==> config.mk <==
export PLATFORM = sky130hd
export DESIGN_NAME = wave_sequencer
export DESIGN_NICKNAME = d
export VERILOG_FILES = /design/src/rtl/wave_sequencer.sv
export SDC_FILE = /design/constraint.sdc
export NUM_CORES = 1
export LEC_CHECK = 0
export CORE_MARGIN = 2
export CORE_UTILIZATION = 60
export DETAILED_ROUTE_END_ITERATION = 16
export DONT_BUFFER_PORTS = 1
export GPL_TIMING_DRIVEN = 0
export PLACE_DENSITY = 0.76
export SYNTH_ARGS = -nofsm -noshare
export SYNTH_HDL_FRONTEND = slang
export SYNTH_SLANG_ARGS = --single-unit
==> constraint.sdc <==
create_clock -name clk -period 4.8 [get_ports clk]
set_input_delay 0.72 -clock clk [delete_from_list [all_inputs] [get_ports clk]]
set_output_delay 0.72 -clock clk [all_outputs]
set_load 0.005 [all_outputs]
==> src/rtl/wave_sequencer.sv <==
// rtl/wave_sequencer.sv - sawtooth generator sequencer with shadow/active config and period counting
module wave_sequencer #(
  parameter int DW = 16,
  parameter int CW = 8
) (
  input  logic          clk,
  input  logic          rst,
  input  logic          cfg_valid,
  output logic          cfg_ready,
  input  logic [DW-1:0] cfg_amplitude,
  input  logic [DW-1:0] cfg_prescaler,
  input  logic [CW-1:0] cfg_periods,
  input  logic          start,
  input  logic          stop,
  input  logic [DW-1:0] gen_data,
  output logic          gen_ena,
  output logic [DW-1:0] gen_amplitude,
  output logic [DW-1:0] gen_prescaler,
  output logic          busy,
  output logic          done,
  output logic          cfg_err
);

  typedef enum logic [1:0] {IDLE, RUN, DRAIN} state_t;

  state_t        state_q, state_d;
  logic          shadow_full_q, shadow_full_d;
  logic [DW-1:0] shadow_amp_q, shadow_amp_d;
  logic [DW-1:0] shadow_presc_q, shadow_presc_d;
  logic [CW-1:0] shadow_per_q, shadow_per_d;
  logic [DW-1:0] gen_amplitude_q, gen_amplitude_d;
  logic [DW-1:0] gen_prescaler_q, gen_prescaler_d;
  logic [CW-1:0] active_per_q, active_per_d;
  logic          active_valid_q, active_valid_d;
  logic [CW-1:0] cnt_q, cnt_d;
  logic [DW-1:0] prev_data_q, prev_data_d;
  logic          gen_ena_q, gen_ena_d;
  logic          cfg_ready_q, cfg_ready_d;
  logic          busy_q, busy_d;
  logic          done_q, done_d;
  logic          cfg_err_q, cfg_err_d;
  logic          wrap, accept, load_shadow, end_run;

  always_comb begin
    state_d         = state_q;
    shadow_full_d   = shadow_full_q;
    shadow_amp_d    = shadow_amp_q;
    shadow_presc_d  = shadow_presc_q;
    shadow_per_d    = shadow_per_q;
    gen_amplitude_d = gen_amplitude_q;
    gen_prescaler_d = gen_prescaler_q;
    active_per_d    = active_per_q;
    active_valid_d  = active_valid_q;
    cnt_d           = cnt_q;
    gen_ena_d       = gen_ena_q;
    done_d          = 1'b0;
    cfg_err_d       = 1'b0;
    load_shadow     = 1'b0;
    end_run         = 1'b0;
    // Cleared while disabled so a stale sample cannot fake a wrap on the first run cycle
    prev_data_d     = gen_ena_q ? gen_data : '0;
    wrap            = gen_ena_q && (prev_data_q == gen_amplitude_q) && (gen_data == '0);
    accept          = cfg_valid && cfg_ready_q;

    if (accept) begin
      if (cfg_amplitude == '0) begin
        cfg_err_d = 1'b1;
      end else begin
        shadow_full_d  = 1'b1;
        shadow_amp_d   = cfg_amplitude;
        shadow_presc_d = cfg_prescaler;
        shadow_per_d   = cfg_periods;
      end
    end

    case (state_q)
      IDLE: begin
        if (start && !stop && (shadow_full_q || active_valid_q)) begin
          state_d   = RUN;
          gen_ena_d = 1'b1;
          if (shadow_full_q) load_shadow = 1'b1;
          else               cnt_d = active_per_q;
        end
      end
      RUN: begin
        if (wrap) begin
          if (stop) begin
            end_run = 1'b1;
          end else if (shadow_full_q) begin
            load_shadow = 1'b1;
          end else if (active_per_q != '0) begin
            if (cnt_q <= CW'(1)) end_run = 1'b1;
            else                 cnt_d = cnt_q - CW'(1);
          end
        end else if (stop) begin
          state_d = DRAIN;
        end
      end
      DRAIN: begin
        if (wrap) end_run = 1'b1;
      end
      default: state_d = IDLE;
    endcase

    if (load_shadow) begin
      gen_amplitude_d = shadow_amp_q;
      gen_prescaler_d = shadow_presc_q;
      active_per_d    = shadow_per_q;
      cnt_d           = shadow_per_q;
      active_valid_d  = 1'b1;
      shadow_full_d   = 1'b0;
    end
    if (end_run) begin
      state_d   = IDLE;
      gen_ena_d = 1'b0;
      done_d    = 1'b1;
      cnt_d     = '0;
    end

    cfg_ready_d = !shadow_full_d;
    busy_d      = (state_d != IDLE);
  end

  always_ff @(posedge clk or posedge rst) begin
    if (rst) begin
      state_q         <= IDLE;
      shadow_full_q   <= 1'b0;
      shadow_amp_q    <= '0;
      shadow_presc_q  <= '0;
      shadow_per_q    <= '0;
      gen_amplitude_q <= '0;
      gen_prescaler_q <= '0;
      active_per_q    <= '0;
      active_valid_q  <= 1'b0;
      cnt_q           <= '0;
      prev_data_q     <= '0;
      gen_ena_q       <= 1'b0;
      cfg_ready_q     <= 1'b1;
      busy_q          <= 1'b0;
      done_q          <= 1'b0;
      cfg_err_q       <= 1'b0;
    end else begin
      state_q         <= state_d;
      shadow_full_q   <= shadow_full_d;
      shadow_amp_q    <= shadow_amp_d;
      shadow_presc_q  <= shadow_presc_d;
      shadow_per_q    <= shadow_per_d;
      gen_amplitude_q <= gen_amplitude_d;
      gen_prescaler_q <= gen_prescaler_d;
      active_per_q    <= active_per_d;
      active_valid_q  <= active_valid_d;
      cnt_q           <= cnt_d;
      prev_data_q     <= prev_data_d;
      gen_ena_q       <= gen_ena_d;
      cfg_ready_q     <= cfg_ready_d;
      busy_q          <= busy_d;
      done_q          <= done_d;
      cfg_err_q       <= cfg_err_d;
    end
  end

  assign cfg_ready     = cfg_ready_q;
  assign gen_ena       = gen_ena_q;
  assign gen_amplitude = gen_amplitude_q;
  assign gen_prescaler = gen_prescaler_q;
  assign busy          = busy_q;
  assign done          = done_q;
  assign cfg_err       = cfg_err_q;

endmodule

### After elaboration in Yosys (flattened, before gate mapping)

Cells that the tools add are included.

* bits in registers: 113
* bits in latches: 0
* bits in writable memories: 0
* bits in read-only memories: 0
* output and inout port bits: 37
* memories: 0

* add/sub/neg operators: 1
* $mul: 0
* div/mod/pow operators: 0
* magnitude comparators: 1
* equal/unequal tests: 10
* shift-type cells: 0
* muxes and demuxes: 37
* bitwise logic cells: 1
* reduce and logical (&&, ||, !) cells: 19

Operators by type and width (count)
* 8-bit two-way mux: 9
* 16-bit zero test: 2
* 4-bit inequality test (second input constant): 7
* 1-bit two-way mux: 19
* 16-bit == test: 1
* 16-bit two-way mux: 1
* 8-bit one-hot mux with 2 select lines: 1
* 8-bit by 1-bit less-or-equal comparator with 1-bit output (second input constant): 1
* 2-bit two-way mux: 4
* 8-bit AND reduction: 1
* 8-bit nonzero test: 1
* 8-bit by 1-bit subtractor with 8-bit output (second input constant): 1
* 2-bit one-hot mux with 3 select lines: 1
* 2-bit nonzero test: 3
* 1-bit logical AND: 5
* 1-bit one-hot mux with 2 select lines: 2
* 2-bit AND reduction: 2
* 4-bit nonzero test: 1
* 2-bit by 1-bit == test with 1-bit output (second input constant): 1
* 2-bit == test (second input constant): 1
* 1-bit zero test: 2
* 2-bit zero test: 1
* 1-bit logical OR: 1
* 1-bit inverter: 1

### Logic depth before layout (Yosys ltp)

* depth in word-level cells: 9
* mapped depth: 10
* depth with buffers taken out: 9

### Least setup slack after synthesis

OpenSTA, ideal clock, no wires.

* path type: input port to flip-flop
* start: input gen_data[3]
* end: register cnt_q[0]
* setup time: 126 ps
* arrival: 2610 ps
* path slack: 2064 ps
* cell stages on the path: 7
* path buffers: 0
* cells stage by stage: or4_4 -> nor3_2 -> nand4_1 -> nor3_1 -> or2b_1 -> a32o_2 -> a221o_1

* longest elaborated chain between the ends: 6
* elaborated cells on any way between the ends: 18

Ends and longest elaborated chain
* start: declaration: line 15 `input logic [DW-1:0] gen_data,`
* 16-bit zero test *: line 62 `wrap = gen_ena_q && (prev_data_q == gen_amplitude_q) && (gen_data == '0);`
* 1-bit logical AND *: line 62
* 1-bit two-way mux (on tied branches): line 86, 100
* 1-bit one-hot mux with 2 select lines: line 76 `case (state_q)`
* 4-bit inequality test (no source line) (tied with other cells)
* 8-bit AND reduction (no source line) or 8-bit two-way mux (tied branches)
* end signal: assignment: line 152 `cnt_q <= cnt_d;`
* end: declaration: line 35 `logic [CW-1:0] cnt_q, cnt_d;`

Mark *: on every way between the ends. The rest lies on a longest branch, timed or not.
A chain may end at the register's enable or synchronous reset.

### Final worst setup path

* start: register gen_amplitude_q[9], in the netlist gen_amplitude[9]
* end: register cnt_q[4]

* longest elaborated chain between the ends: 7
* elaborated cells on any way between the ends: 19

Ends and longest elaborated chain
* start: declaration: line 31 `logic [DW-1:0] gen_amplitude_q, gen_amplitude_d;`
* start signal: assignment: line 148 `gen_amplitude_q <= gen_amplitude_d;`
* 16-bit == test *: line 62
* 1-bit logical AND * (2 in series): line 62
* 1-bit two-way mux (on tied branches): line 86, 100
* 1-bit one-hot mux with 2 select lines: line 76
* 4-bit inequality test (no source line) (tied with other cells)
* 8-bit AND reduction (no source line) or 8-bit two-way mux (tied branches)

Marks and branches as above.

==> metrics.yaml <==
r2r_start: "gen_amplitude[9]$_DFFE_PP0P_"
start_util: 0.6214
combPwrFrac: 0.065
ant_nets: 0
startpoint_type: "register"
finalSetupTns_ps: 0
hold_violations: 0
maxCapViolations: 0
async_flop_share: 1.000
intPower_mw: 1.879
synth_ff_type: "dfrtp_1"
worstPathRequired_ps: 5180
p_seq_frac: 0.464
clockRootBuffer: "clkbuf_8"
vias_per_cell: 5.919
area_growth_pct: 14.93
synth_area_per_cell_um2: 13.41
fp.dieW_um: 93.46
synth_top_cell_area_share: 0.5836
max_slew.worst_pin.slew_ps: 704.8
seqCellArea_um2: 2829
grt.total_usage: 0.2457
critPathCaptureType: "register"
grt-ovfl-total: 0
synth_most_common_cell: "dfrtp_1"
vias: 2918
dieArea_um2: 8735
std_cell_rows: 32
skew_ps: 12.89
grt_pass1_vias: 3161
synth_edf_count: 0
synth_fp_nets: 425
endpoint: "cnt_q[4]$_DFFE_PP0P_"
ff2ff_path_depth: 7
insertion_delay_ps: 510
r2r_slack_ps: 2080
post_cts_buffers: 0
outcome: "finished clean"
clkTransAtPathRegs_ps: 60
ys_warn_count: 0
period_needed_ps: 2723
cts_buffer_depth: 2
crit_fanout: 9
fp.dieH_um: 93.46
core_um2: 7727
h-tree-depth: 4
fin_nets: 445
synth_area_leaders: "dfrtp_1 58%, mux2_2 19%, nor4_1 2.7%"
finalCritPeriodShare: 0.5672
cts_sinks: 113
dp.cells: 461
startpoint: "gen_amplitude[9]$_DFFE_PP0P_"
layout-drive-gt1-share: 0.3120
final_cells: 493
max_slew_margin: 0.5301
port_buffers: 0
p_per_area_nw_per_um2: 449.2
io_pins: 98
yosysUniqueCellTypes: 41
hpwlAfterDp_um: 6780
cts_hold_buf: 0
drt_pass1_iterations: 4
grt_pass1_wl_um: 15960
yosysTopAreaCell: "dfrtp_1"
postSynthCellCount: 358
arrival_ps: 3110
cts_tree: "built"
hp-class: "in -> async"
synth_common_cells: "112 x dfrtp_1, 80 x mux2_2, 21 x nor4_1"
p_sw_mw: 0.6003
drt_iter0_markers: 148
power_leakage_nw: 2.641
critPathKind: "reg -> reg"
grt_antenna_before_repair: 0
max_freq_ghz: 0.3673
wirelength_um: 9750
syn_area_um2: 4802
ys_ff_latch: 113
maxSlewViolCount: 0
fillers: 539
antennaDiodeCount: 0
clkPwrFrac: 0.471
setup_violations: 0
p_total_mw: 2.479
cts_buffers: 17
seq_area_frac_synth: 0.5891
place.gp.congestion: 0.8549
multi_input_area_um2: 1882
rsz0062_at_grt: "false"
avgRoutedWirePerCell_um: 19.78
drcViolationCount: 0
sw_frac_of_total: 0.2421
regToRegEndpoint: "cnt_q[4]$_DFFE_PP0P_"
grt_max_degree: 65
cts_resized: 0
ir_worst_vdd_uv: 400.2
==> through the flow <==
stage               worst slack, ps  cell area [µm²]  hold WS (ps)  utilization
finish                         2077             5519         162.1       0.7142
global route                   1865             5519         212.3       0.7142
CTS                            2010             5519         179.4       0.7142
detailed placement             1723             4960         458.3       0.6418
global placement              133.0             4930         454.9       0.6380
floorplan                      1094             4802         435.7            -
==> power groups by stage <==
stage	registers (mW)	logic, mW	clock network [mW]
2_1_floorplan	1.14	0.139	0
3_5_place_dp	1.17	0.163	0
3_3_place_gp	1.16	0.151	0
6_report	1.15	0.161	1.17
5_1_grt	1.16	0.179	1.22
4_1_cts	1.15	0.165	1.18
==> per-layer routing <==
| layer | GRT usage | up-vias | part of all wire |
|---|---|---|---|
| met4 | 0.09069 | 0 | 0.011 |
| met3 | 0.09428 | 12 | 0.089 |
| li1 | - | 1317 | - |
| met1 | 0.3060 | 1472 | 0.41 |
| met2 | 0.3915 | 117 | 0.49 |
| met5 | 0 | - | 0 |
==> worst max-delay path, stage by stage (launching register included) <==
cell	delay [ps]
dfrtp_1	430
xor2_1	180
nor4_1	330
nand4_1	220
nor4_4	370
a31oi_2	290
a32o_2	410
a221o_1	380
==> layout by cell type, fill, tap and decap left out, types with 3 or more instances in the layout <==
cell type,synthesis,routed
dfrtp_1,112,112
mux2_2,80,80
nor4_1,21,21
and2_1,17,17
clkbuf_16,0,16
xor2_1,14,14
nand2_1,12,12
clkbuf_1,12,12
o21ai_0,12,12
inv_1,10,9
xnor2_1,8,8
a221o_1,8,8
nor2_1,7,7
inv_6,0,7
ha_1,6,6
a21oi_1,5,5
nand4_1,3,3
==> cells by family after synthesis <==
family / count (synthesis) / synth area share
flops: 113 / 0.5891
xor+xnor: 22 / 0.04013
fa+ha+maj: 6 / 0.01563
mux: 80 / 0.1876
buf+inv: 24 / 0.01902
simple gates: 81 / 0.1016
compound gates: 32 / 0.04690
==> worst min path at each step <==
stage	from	to	slack (ps)	cells past startpoint
floorplan	active_valid_q$_DFFE_PP0P_	active_valid_q$_DFFE_PP0P_	440	1
global placement	active_valid_q$_DFFE_PP0P_	active_valid_q$_DFFE_PP0P_	450	1
detailed placement	active_valid_q$_DFFE_PP0P_	active_valid_q$_DFFE_PP0P_	460	1
CTS	rst	shadow_presc_q[1]$_DFFE_PP0P_	180	1
global route	rst	gen_prescaler[11]$_DFFE_PP0P_	210	1
finish	rst	gen_prescaler[11]$_DFFE_PP0P_	160	1
==> final cells by class <==
cell class                 instances  area share
tap                              102     0.02312
multi-input combinational        221      0.3410
sequential                       113      0.5126
inverter                          10    0.007255
clock inverter                    15     0.02630
buffer                            14    0.009748
clock buffer                      17     0.07504
timing repair buffer               1    0.004988
==> flip-flops by register name, summed over array words and instances, names as in the netlist <==
| register | flops |
|---|---|
| active_per_q | 8 |
| gen_ena | 1 |
| cnt_q | 8 |
| shadow_amp_q | 16 |
| shadow_presc_q | 16 |
| busy | 1 |
| state_q | 2 |
| cfg_ready | 1 |
| gen_amplitude | 16 |
| gen_prescaler | 16 |
| prev_data_q | 16 |
| shadow_per_q | 8 |
| done | 1 |
| active_valid_q | 1 |
| cfg_err | 1 |
| shadow_full_q | 1 |
No activity file was read; power rests on OpenSTA's default activity.
